## src/rtl/cpu16_pkg.sv

```systemverilog
// Shared types for the 16-bit CPU front end: word width, fetch FSM states and
// the instruction-queue entry layout.
package cpu16_pkg;

  localparam int WORD_W = 16;

  typedef logic [WORD_W-1:0] word_t;

  typedef enum logic [1:0] {
    IDLE = 2'd0,
    WAIT = 2'd1,
    DROP = 2'd2
  } ifq_state_e;

  typedef struct packed {
    word_t data;
    word_t pc;
  } ifq_entry_t;

endpackage

```

## src/rtl/ifetch_queue_if.sv

```systemverilog
// Bundles the instruction-memory request port, the decode-side queue head and
// the redirect input of the fetch unit.
interface ifetch_queue_if;
  import cpu16_pkg::*;

  logic  imem_req;
  word_t imem_addr;
  logic  imem_ack;
  word_t imem_rdata;
  logic  inst_valid;
  word_t inst_data;
  word_t inst_pc;
  logic  inst_ready;
  logic  redirect;
  word_t redirect_pc;

  modport master (
    output imem_req, imem_addr, inst_valid, inst_data, inst_pc,
    input  imem_ack, imem_rdata, inst_ready, redirect, redirect_pc
  );

  modport slave (
    input  imem_req, imem_addr, inst_valid, inst_data, inst_pc,
    output imem_ack, imem_rdata, inst_ready, redirect, redirect_pc
  );

endinterface

```

## src/rtl/ifq_fifo.sv

```systemverilog
// Circular instruction buffer with synchronous push/pop/flush; the head entry is
// read straight from the register array so it is visible the cycle after its push.
module ifq_fifo
  import cpu16_pkg::*;
#(
  parameter  int DEPTH = 4,
  localparam int PTR_W = $clog2(DEPTH),
  localparam int CNT_W = PTR_W + 1
) (
  input  logic             clk,
  input  logic             rst_n,
  input  logic             push,
  input  ifq_entry_t       push_entry,
  input  logic             pop,
  input  logic             flush,
  output ifq_entry_t       head_entry,
  output logic             head_valid,
  output logic [CNT_W-1:0] count
);

  ifq_entry_t       mem_q [DEPTH];
  ifq_entry_t       mem_d [DEPTH];
  logic [PTR_W-1:0] wr_ptr_q, wr_ptr_d;
  logic [PTR_W-1:0] rd_ptr_q, rd_ptr_d;
  logic [CNT_W-1:0] count_q, count_d;
  logic             wr_en;
  logic             rd_en;

  // Flush wins over both ports; full/empty guards keep the pointers coherent.
  assign wr_en = push & ~flush & (count_q != CNT_W'(DEPTH));
  assign rd_en = pop & ~flush & (count_q != '0);

  always_comb begin
    mem_d    = mem_q;
    wr_ptr_d = wr_ptr_q;
    rd_ptr_d = rd_ptr_q;
    count_d  = count_q;
    if (flush) begin
      wr_ptr_d = '0;
      rd_ptr_d = '0;
      count_d  = '0;
    end else begin
      if (wr_en) begin
        mem_d[wr_ptr_q] = push_entry;
        wr_ptr_d        = wr_ptr_q + PTR_W'(1);
      end
      if (rd_en) begin
        rd_ptr_d = rd_ptr_q + PTR_W'(1);
      end
      count_d = count_q + CNT_W'(wr_en) - CNT_W'(rd_en);
    end
  end

  always_ff @(posedge clk or negedge rst_n) begin
    if (!rst_n) begin
      for (int i = 0; i < DEPTH; i++) begin
        mem_q[i] <= '0;
      end
      wr_ptr_q <= '0;
      rd_ptr_q <= '0;
      count_q  <= '0;
    end else begin
      mem_q    <= mem_d;
      wr_ptr_q <= wr_ptr_d;
      rd_ptr_q <= rd_ptr_d;
      count_q  <= count_d;
    end
  end

  assign head_entry = mem_q[rd_ptr_q];
  assign head_valid = (count_q != '0);
  assign count      = count_q;

endmodule

```

## src/rtl/ifetch_queue.sv

```systemverilog
// Instruction prefetch unit: issues sequential fetches into ifq_fifo, flushes on
// redirect. Optional stall counter output enabled with `define IFQ_STALL_CNT_EN.
module ifetch_queue
  import cpu16_pkg::*;
#(
  parameter int    DEPTH    = 4,
  parameter word_t RESET_PC = 16'h0000
) (
  input  logic                 clk,
  input  logic                 rst_n,
  ifetch_queue_if.master       bus
`ifdef IFQ_STALL_CNT_EN
  ,
  output logic [WORD_W-1:0]    stall_cnt
`endif
);

  localparam int CNT_W = $clog2(DEPTH) + 1;

  ifq_state_e       state_q, state_d;
  word_t            fetch_pc_q, fetch_pc_d;
  word_t            addr_q, addr_d;
  logic             req_q, req_d;
  logic [CNT_W-1:0] count;
  logic [CNT_W-1:0] count_next;
  logic             ack_seen;
  logic             push;
  logic             pop;
  logic             can_issue;
  logic             issue;
  logic             head_valid;
  ifq_entry_t       push_entry;
  ifq_entry_t       head_entry;

  // An ack only counts against an outstanding request.
  assign ack_seen   = req_q & bus.imem_ack;
  assign push       = (state_q == WAIT) & ack_seen & ~bus.redirect;
  assign pop        = head_valid & bus.inst_ready;
  assign count_next = count + CNT_W'(push) - CNT_W'(pop);
  assign can_issue  = (count_next < CNT_W'(DEPTH)) & ~bus.redirect;
  assign push_entry = '{data: bus.imem_rdata, pc: addr_q};

  ifq_fifo #(.DEPTH(DEPTH)) u_fifo (
    .clk        (clk),
    .rst_n      (rst_n),
    .push       (push),
    .push_entry (push_entry),
    .pop        (pop),
    .flush      (bus.redirect),
    .head_entry (head_entry),
    .head_valid (head_valid),
    .count      (count)
  );

  always_comb begin
    state_d    = state_q;
    req_d      = req_q;
    addr_d     = addr_q;
    fetch_pc_d = fetch_pc_q;
    issue      = 1'b0;
    unique case (state_q)
      IDLE: issue = can_issue;
      WAIT: begin
        if (ack_seen) begin
          if (can_issue) begin
            issue = 1'b1;
          end else begin
            state_d = IDLE;
            req_d   = 1'b0;
          end
        end else if (bus.redirect) begin
          state_d = DROP;
        end
      end
      DROP: begin
        if (ack_seen) begin
          state_d = IDLE;
          req_d   = 1'b0;
        end
      end
      default: begin
        state_d = IDLE;
        req_d   = 1'b0;
      end
    endcase
    if (issue) begin
      state_d    = WAIT;
      req_d      = 1'b1;
      addr_d     = fetch_pc_q;
      fetch_pc_d = fetch_pc_q + 16'd1;
    end
    if (bus.redirect) begin
      fetch_pc_d = bus.redirect_pc;
    end
  end

  always_ff @(posedge clk or negedge rst_n) begin
    if (!rst_n) begin
      state_q    <= IDLE;
      req_q      <= 1'b0;
      addr_q     <= '0;
      fetch_pc_q <= RESET_PC;
    end else begin
      state_q    <= state_d;
      req_q      <= req_d;
      addr_q     <= addr_d;
      fetch_pc_q <= fetch_pc_d;
    end
  end

  assign bus.imem_req   = req_q;
  assign bus.imem_addr  = addr_q;
  assign bus.inst_valid = head_valid;
  assign bus.inst_data  = head_entry.data;
  assign bus.inst_pc    = head_entry.pc;

`ifdef IFQ_STALL_CNT_EN
  word_t stall_cnt_q, stall_cnt_d;

  always_comb begin
    stall_cnt_d = stall_cnt_q;
    if (bus.redirect) begin
      stall_cnt_d = '0;
    end else if (req_q && !bus.imem_ack && (stall_cnt_q != 16'hFFFF)) begin
      stall_cnt_d = stall_cnt_q + 16'd1;
    end
  end

  always_ff @(posedge clk or negedge rst_n) begin
    if (!rst_n) begin
      stall_cnt_q <= '0;
    end else begin
      stall_cnt_q <= stall_cnt_d;
    end
  end

  assign stall_cnt = stall_cnt_q;
`endif

endmodule

```

## src/flat_wrapper.sv

```systemverilog
// flat-port wrapper written by rule: the top's interface ports become plain ports
module ifetch_queue_flat import cpu16_pkg::*;
#(
  parameter int    DEPTH    = 4,
  parameter word_t RESET_PC = 16'h0000
)
  (clk, rst_n, bus_imem_req, bus_imem_addr, bus_inst_valid, bus_inst_data, bus_inst_pc, bus_imem_ack, bus_imem_rdata, bus_inst_ready, bus_redirect, bus_redirect_pc);
  ifetch_queue_if bus_i ();
  input  logic clk;
  input  logic rst_n;
  output wire logic [$bits(bus_i.imem_req)-1:0] bus_imem_req;
  output wire logic [$bits(bus_i.imem_addr)-1:0] bus_imem_addr;
  output wire logic [$bits(bus_i.inst_valid)-1:0] bus_inst_valid;
  output wire logic [$bits(bus_i.inst_data)-1:0] bus_inst_data;
  output wire logic [$bits(bus_i.inst_pc)-1:0] bus_inst_pc;
  input wire logic [$bits(bus_i.imem_ack)-1:0] bus_imem_ack;
  input wire logic [$bits(bus_i.imem_rdata)-1:0] bus_imem_rdata;
  input wire logic [$bits(bus_i.inst_ready)-1:0] bus_inst_ready;
  input wire logic [$bits(bus_i.redirect)-1:0] bus_redirect;
  input wire logic [$bits(bus_i.redirect_pc)-1:0] bus_redirect_pc;
  assign bus_imem_req = bus_i.imem_req;
  assign bus_imem_addr = bus_i.imem_addr;
  assign bus_inst_valid = bus_i.inst_valid;
  assign bus_inst_data = bus_i.inst_data;
  assign bus_inst_pc = bus_i.inst_pc;
  assign bus_i.imem_ack = bus_imem_ack;
  assign bus_i.imem_rdata = bus_imem_rdata;
  assign bus_i.inst_ready = bus_inst_ready;
  assign bus_i.redirect = bus_redirect;
  assign bus_i.redirect_pc = bus_redirect_pc;
  ifetch_queue #(.DEPTH(DEPTH), .RESET_PC(RESET_PC)) u_core (.clk(clk), .rst_n(rst_n), .bus(bus_i));
endmodule
```

## config.mk

```make
export PLATFORM = sky130hd
export DESIGN_NAME = ifetch_queue_flat
export DESIGN_NICKNAME = d
export VERILOG_FILES = /design/src/rtl/cpu16_pkg.sv /design/src/rtl/ifetch_queue_if.sv /design/src/rtl/ifq_fifo.sv /design/src/rtl/ifetch_queue.sv /design/src/flat_wrapper.sv
export SDC_FILE = /design/constraint.sdc
export NUM_CORES = 1
export LEC_CHECK = 0
export ABC_AREA = 1
export CAP_MARGIN = 20
export CELL_PAD_IN_SITES_DETAIL_PLACEMENT = 2
export CELL_PAD_IN_SITES_GLOBAL_PLACEMENT = 2
export CORE_MARGIN = 2
export CORE_UTILIZATION = 33
export DETAILED_ROUTE_END_ITERATION = 10
export PLACE_DENSITY = 0.77
export SLEW_MARGIN = 20
export SYNTH_ARGS = -nofsm -noshare
export SYNTH_HDL_FRONTEND = slang
export SYNTH_SLANG_ARGS = --single-unit
```

## constraint.sdc

```tcl
create_clock -name clk -period 2.9 [get_ports clk]
set_input_delay 0.29 -clock clk [delete_from_list [all_inputs] [get_ports clk]]
set_output_delay 0.29 -clock clk [all_outputs]
set_load 0.005 [all_outputs]
```

# After elaboration in Yosys (flattened, before gate mapping)
# Index checks and enable logic that the tools add are counted.
# word_totals
ff_bits	170
input_bits	37
output_inout_bits	50
elab_cells	83
# op_classes
n_addsub	7
magnitude_cmp	4
eq_ne	9
n_mux	27
n_bitwise	12
n_reduce_logical	9
# ops
cell	n
$bwmux 128	1
$mux 32	3
$bmux 32 s2	1
$demux 32 s2	1
$mux 16	2
$mux 2	9
$add 16x1->16 const B	1
$and 1x1->1	9
$reduce_and 4->1	2
$add 3x1->3	2
$ge 3x3->1 const B	2
$mux 1	6
$ne 3x1->1 const B	2
$ne 3x3->1 const B	2
$not 2->3	2
$pmux 2 s3	1
$reduce_bool 2->1	3
$sub 3x1->3	2
$add 2x1->2 const B	2
$ne 4x2->1 const B	1
$ne 4x4->1 const B	1
$lt 3x1->1 const B	1
$lt 3x3->1 const B	1
$mux 3	1
10 further kinds	10

# Longest topological paths before layout
# depth
depth_word	12
ltp_mapped	15
mapped_depth_nobuf	14

# By module
# A second synthesis with hierarchy kept.
# unflattened
hier_cells	1089
hier_area_um2	8648.3
# by_module_without_submodules
mod	instances	cells_per_inst	area_per_inst_um2	seq_area_each_um2
ifq_fifo	1	810	6566.3	3378.2
ifetch_queue	1	279	2082.0	875.8

# Worst setup path before layout
# OpenSTA, ideal clock, no wires.
# synth_timing
path_type	reg2reg
start	register u_core.req_q, in the netlist u_core.bus.imem_req
end	register u_core.u_fifo.count_q[2], in the netlist u_core.u_fifo.count[2]
setup_time_ns	0.132
t_arrival_ns	2.194
t_required_ns	2.768
slack_ns	0.575
path_stages_with_launch	13
n_path_buf	2
path_cell_list	dfrtp_1 -> nand2_2 -> nor3_4 -> nand2_4 -> buf_6 -> buf_6 -> ha_1 -> inv_1 -> ha_1 -> inv_1 -> fa_1 -> xor2_1 -> nor2_1
# synth_via
elab_chain_len	8
# synth_lines
element	line	rtl
from (decl)	ifetch_queue.sv:23	logic req_q, req_d;
from (signal assigned)	ifetch_queue.sv:105	req_q <= req_d;
$and 1x1->1	ifetch_queue.sv:36	assign ack_seen = req_q & bus.imem_ack;
$and 1x1->1 (2 in a row)	ifetch_queue.sv:37	assign push = (state_q == WAIT) & ack_seen & ~bus.redirect;
$and 1x1->1 (2 in a row)	ifq_fifo.sv:30	assign wr_en = push & ~flush & (count_q != CNT_W'(DEPTH));
$add 3x1->3	ifq_fifo.sv:50	count_d = count_q + CNT_W'(wr_en) - CNT_W'(rd_en);
$sub 3x1->3	ifq_fifo.sv:50	
$mux 3	ifq_fifo.sv:38	if (flush) begin
via u_core.u_fifo.count_d[2]	ifq_fifo.sv:25	logic [CNT_W-1:0] count_q, count_d;
to (signal assigned)	ifq_fifo.sv:66	count_q <= count_d;
to (decl)	ifq_fifo.sv:25	
# The timed path passes the listed nets, and every way through them passes these cells.
# A chain may end at the register's enable or synchronous reset.

# Final worst setup path
# layout_timing
start	register u_core.u_fifo.rd_ptr_q[1]
end	output port bus_inst_pc[15]
# layout_via
elab_chain_len	4
# layout_lines
element	line	rtl
from (decl)	ifq_fifo.sv:24	logic [PTR_W-1:0] rd_ptr_q, rd_ptr_d;
from (signal assigned)	ifq_fifo.sv:65	rd_ptr_q <= rd_ptr_d;
$not 2->3 (implied by the code)	ifq_fifo.sv:70	assign head_entry = mem_q[rd_ptr_q];
$bmux 32 s2	ifq_fifo.sv:70	
$mux 32 (implied by the code) (2 in a row)	ifq_fifo.sv:70	
to (decl)	flat_wrapper.sv:15	output wire logic [$bits(bus_i.inst_pc)-1:0] bus_inst_pc;
# Every way passes these cells. The select of a mux whose other input is x is not followed.

==> impl_metrics.ini <==
[run_status]
run_status = finished, final reports clean

[yosys]
synth-seq-area-share = 0.511
postSynthAreaPerCell_sq_um = 7.90
ys_seq_elements = 170
ys_types = 27
synthCells = 1055
syn_nets = 1102
yosysWarnings = 0
syn_area_sq_mm = 0.00833

[setup_path]
crit_slowest_cell = dfrtp_1
worst-setup-path-type = register to primary output
r2r_start = u_core.u_fifo.count[1]
regToRegSetupSlack_ns = 0.52
crit_path_max_fanout = 24
reg2reg_depth = 14
cpPeakStageDelay_ns = 0.57
reg2reg_to = u_core.fetch_pc_q[10]
worstPathRequired_ns = 2.61
cp-end-kind = primary output
crit_path_start_kind = register
crit_path_start = u_core.u_fifo.rd_ptr_q[1]
cp.arrival_ns = 2.45
crit_path_end = bus_inst_pc[15]
crit_chain = buf_4, o21ai_0, o22ai_1, clkdlybuf4s50_1

[die]
ios = 87
die_area_sq_mm = 0.0265
core-area_sq_mm = 0.0250
placementRows = 58
die_width_um = 163
fp.dieH_um = 163
start_util = 0.334

[layout]
fin_cells = 1467
multi_input_area_sq_mm = 0.00354
antennaDiodeCount = 0
drive_above_1_share = 0.0686
area_growth_pct = 21.4
fillCellCount = 2870
fin_nets = 1172
seq_area_sq_mm = 0.00426

[pwr]
p_sw_frac = 0.375
power_frac_seq = 0.382
ir_drop_uv = 552
p_comb_frac = 0.370
intPower_mw = 5.74
power.net_switching_mw = 3.44
finalPower_mw = 9.17
leakage_nw = 5.13
power_frac_clock = 0.247
power_density_mw_per_mm2 = 908

[timing]
finalClockSkew_ns = 0.0130
layout_min_cycle_time_ns = 2.74
rsz0062_at_grt = false
finalMaxSlewViolations = 0
tns_ns = 0
setup_slack_ns = 0.160
timing.hold.ws_ns = 0.413
fmax_mhz = 365
layout_worst_path_cycle_share = 0.945
hold_viol_final = 0
finalSetupViolCount = 0
maxSlewHeadroom = 0.533
worst_pin_slew_ns = 0.701

[clock_network]
cts_buffer_depth = 2
cts.sinks = 170
cts_buffers = 17
path_clk_slew_ns = 0.07
tritoncts = yes
cts_root_buf = clkbuf_16
worstSkewPairLatency_ns = 0.43
h-tree-depth = 4
cts_resized = 0

[route]
drc = 0
ant_nets = 0
drt_iter0_markers = 336
drt-pass1-iter-count = 4
routed_via_density = 5.21
drt_wl_total_um = 28500
routedWlPerCell_um = 19.4
num_vias = 7640

[min_path]
hp-class = input port to asynchronous set/reset pin

[global_routing]
grt_max_degree = 76
overflow = 0
antenna_found_initial = 0
grt_pass1_wl_um = 46800
grt_pass1_vias = 8513
track_usage = 0.226

[run]
cap_violations = 0

[placed_design]
dp.cells = 1435
hpwlAfterDp_um = 18400
io_buffers = 86
place_congestion = 0.746
post-place-ws_ns = 0.251
==> cells in the mapped netlist <==
cell type  count  area (sq um)
o21ai_1       73           365
inv_2          1          3.75
nor3_4         1          16.3
nor2_4         4          45.0
o211ai_1       1          7.51
buf_2         10          50.1
nor2_1        87           327
xor2_1         4          35.0
ha_1           9           113
o21ai_0      128           641
o21ai_2        4          35.0
buf_1          6          22.5
a21oi_1        2          10.0
buf_4         13          97.6
inv_1         37           139
nand3_1       45           225
nand2_2        2          12.5
buf_6          9           101
nand2_4        1          11.3
o31ai_1        2          15.0
o22ai_1       32           200
dfrtp_1      170          4250
clkbuf_1      31           116
xnor2_1        3          26.3
nand4_1        7          43.8
nand2_1      372          1400
fa_1           1          20.0
==> registers in the layout, summed over array words and instances (netlist names) <==
register                count
u_core.u_fifo.mem_q       128
u_core.bus.imem_addr       16
u_core.fetch_pc_q          16
u_core.u_fifo.count         3
u_core.state_q              2
u_core.u_fifo.rd_ptr_q      2
u_core.u_fifo.wr_ptr_q      2
u_core.bus.imem_req         1
==> critical path: cells and delay by family, from the launching register on <==
family          cells  cell delay (ns)
compound gates      2             0.48
flops               1             0.57
buf+inv             2             0.98
==> power groups by stage <==
stage	Combinational, mW	Sequential [mW]	Clock [mW]
final	3.40	3.51	2.27
after global routing	3.82	3.59	2.41
after CTS	3.47	3.51	2.31
after detailed placement	3.43	3.55	0
after global placement	3.32	3.52	0
after floorplan	1.76	3.31	0
==> layout make-up <==
type | count | share of cell area
clock inverter | 11 | 0.0123
sequential | 170 | 0.421
tap | 330 | 0.0408
multi-input combinational | 778 | 0.351
timing repair buffer | 120 | 0.117
clock buffer | 20 | 0.0442
inverter | 38 | 0.0141
==> worst min path at each step <==
stage                   startpoint                 endpoint  slack [ns]
5_1_grt        bus_redirect_pc[12]    u_core.fetch_pc_q[12]        0.45
2_1_floorplan                rst_n  u_core.bus.imem_addr[0]      -0.006
4_1_cts        bus_redirect_pc[12]    u_core.fetch_pc_q[12]        0.42
3_5_place_dp                 rst_n  u_core.u_fifo.mem_q[29]        0.32
6_report                     rst_n  u_core.u_fifo.mem_q[29]        0.41
3_3_place_gp                 rst_n  u_core.u_fifo.mem_q[29]        0.33
==> metal layers <==
metal / GRT usage / vias up / share of wire
met3: 0.0252 / 20 / 0.016
met1: 0.294 / 3957 / 0.46
met4: 0.0539 / 0 / 0.011
met2: 0.404 / 83 / 0.51
met5: 0 / - / 0
li1: - / 3580 / -
==> cells by family (layout without fill, tap and decap cells) <==
logic type | after synthesis | after routing | share of synthesized area
flip-flops | 170 | 170 | 0.511
AND/OR/NAND/NOR | 519 | 519 | 0.249
AO/OA/AOI/OAI | 242 | 242 | 0.153
adder cells (fa/ha/maj) | 10 | 10 | 0.0159
XOR/XNOR | 7 | 7 | 0.00736
buffers and inverters | 107 | 189 | 0.0637
==> per-stage QoR <==
stage / area (sq um) / utilization
2_1_floorplan: 8330 / -
3_3_place_gp: 9530 / 0.382
3_5_place_dp: 9530 / 0.382
4_1_cts: 10100 / 0.405
5_1_grt: 10100 / 0.405
6_report: 10100 / 0.405
==> repair_timing <==
item                                    in CTS  in global routing
hold endpoints to repair                    59                  0
buffers inserted                             0                  0
hold buffers                                 1                  0
endpoints found under the setup margin       0                  0
==> cell usage in the layout, fill, tap and decap left out, types with 3 or more instances in the layout <==
| cell | synthesis | layout |
|---|---|---|
| o21ai_1 | 73 | 73 |
| dfrtp_1 | 170 | 169 |
| xor2_1 | 4 | 4 |
| nand4_1 | 7 | 7 |
| nor2_1 | 87 | 87 |
| clkinvlp_4 | 0 | 3 |
| ha_1 | 9 | 9 |
| buf_4 | 13 | 28 |
| clkinv_4 | 0 | 3 |
| o21ai_2 | 4 | 4 |
| clkinv_2 | 0 | 3 |
| buf_12 | 0 | 5 |
| nand3_1 | 45 | 45 |
| xnor2_1 | 3 | 3 |
| nor2_4 | 4 | 4 |
| inv_1 | 37 | 36 |
| o22ai_1 | 32 | 32 |
| nand2_1 | 372 | 372 |
| clkdlybuf4s50_1 | 0 | 85 |
| o21ai_0 | 128 | 128 |
| clkbuf_16 | 0 | 17 |
No activity file was read; power rests on OpenSTA's default activity.
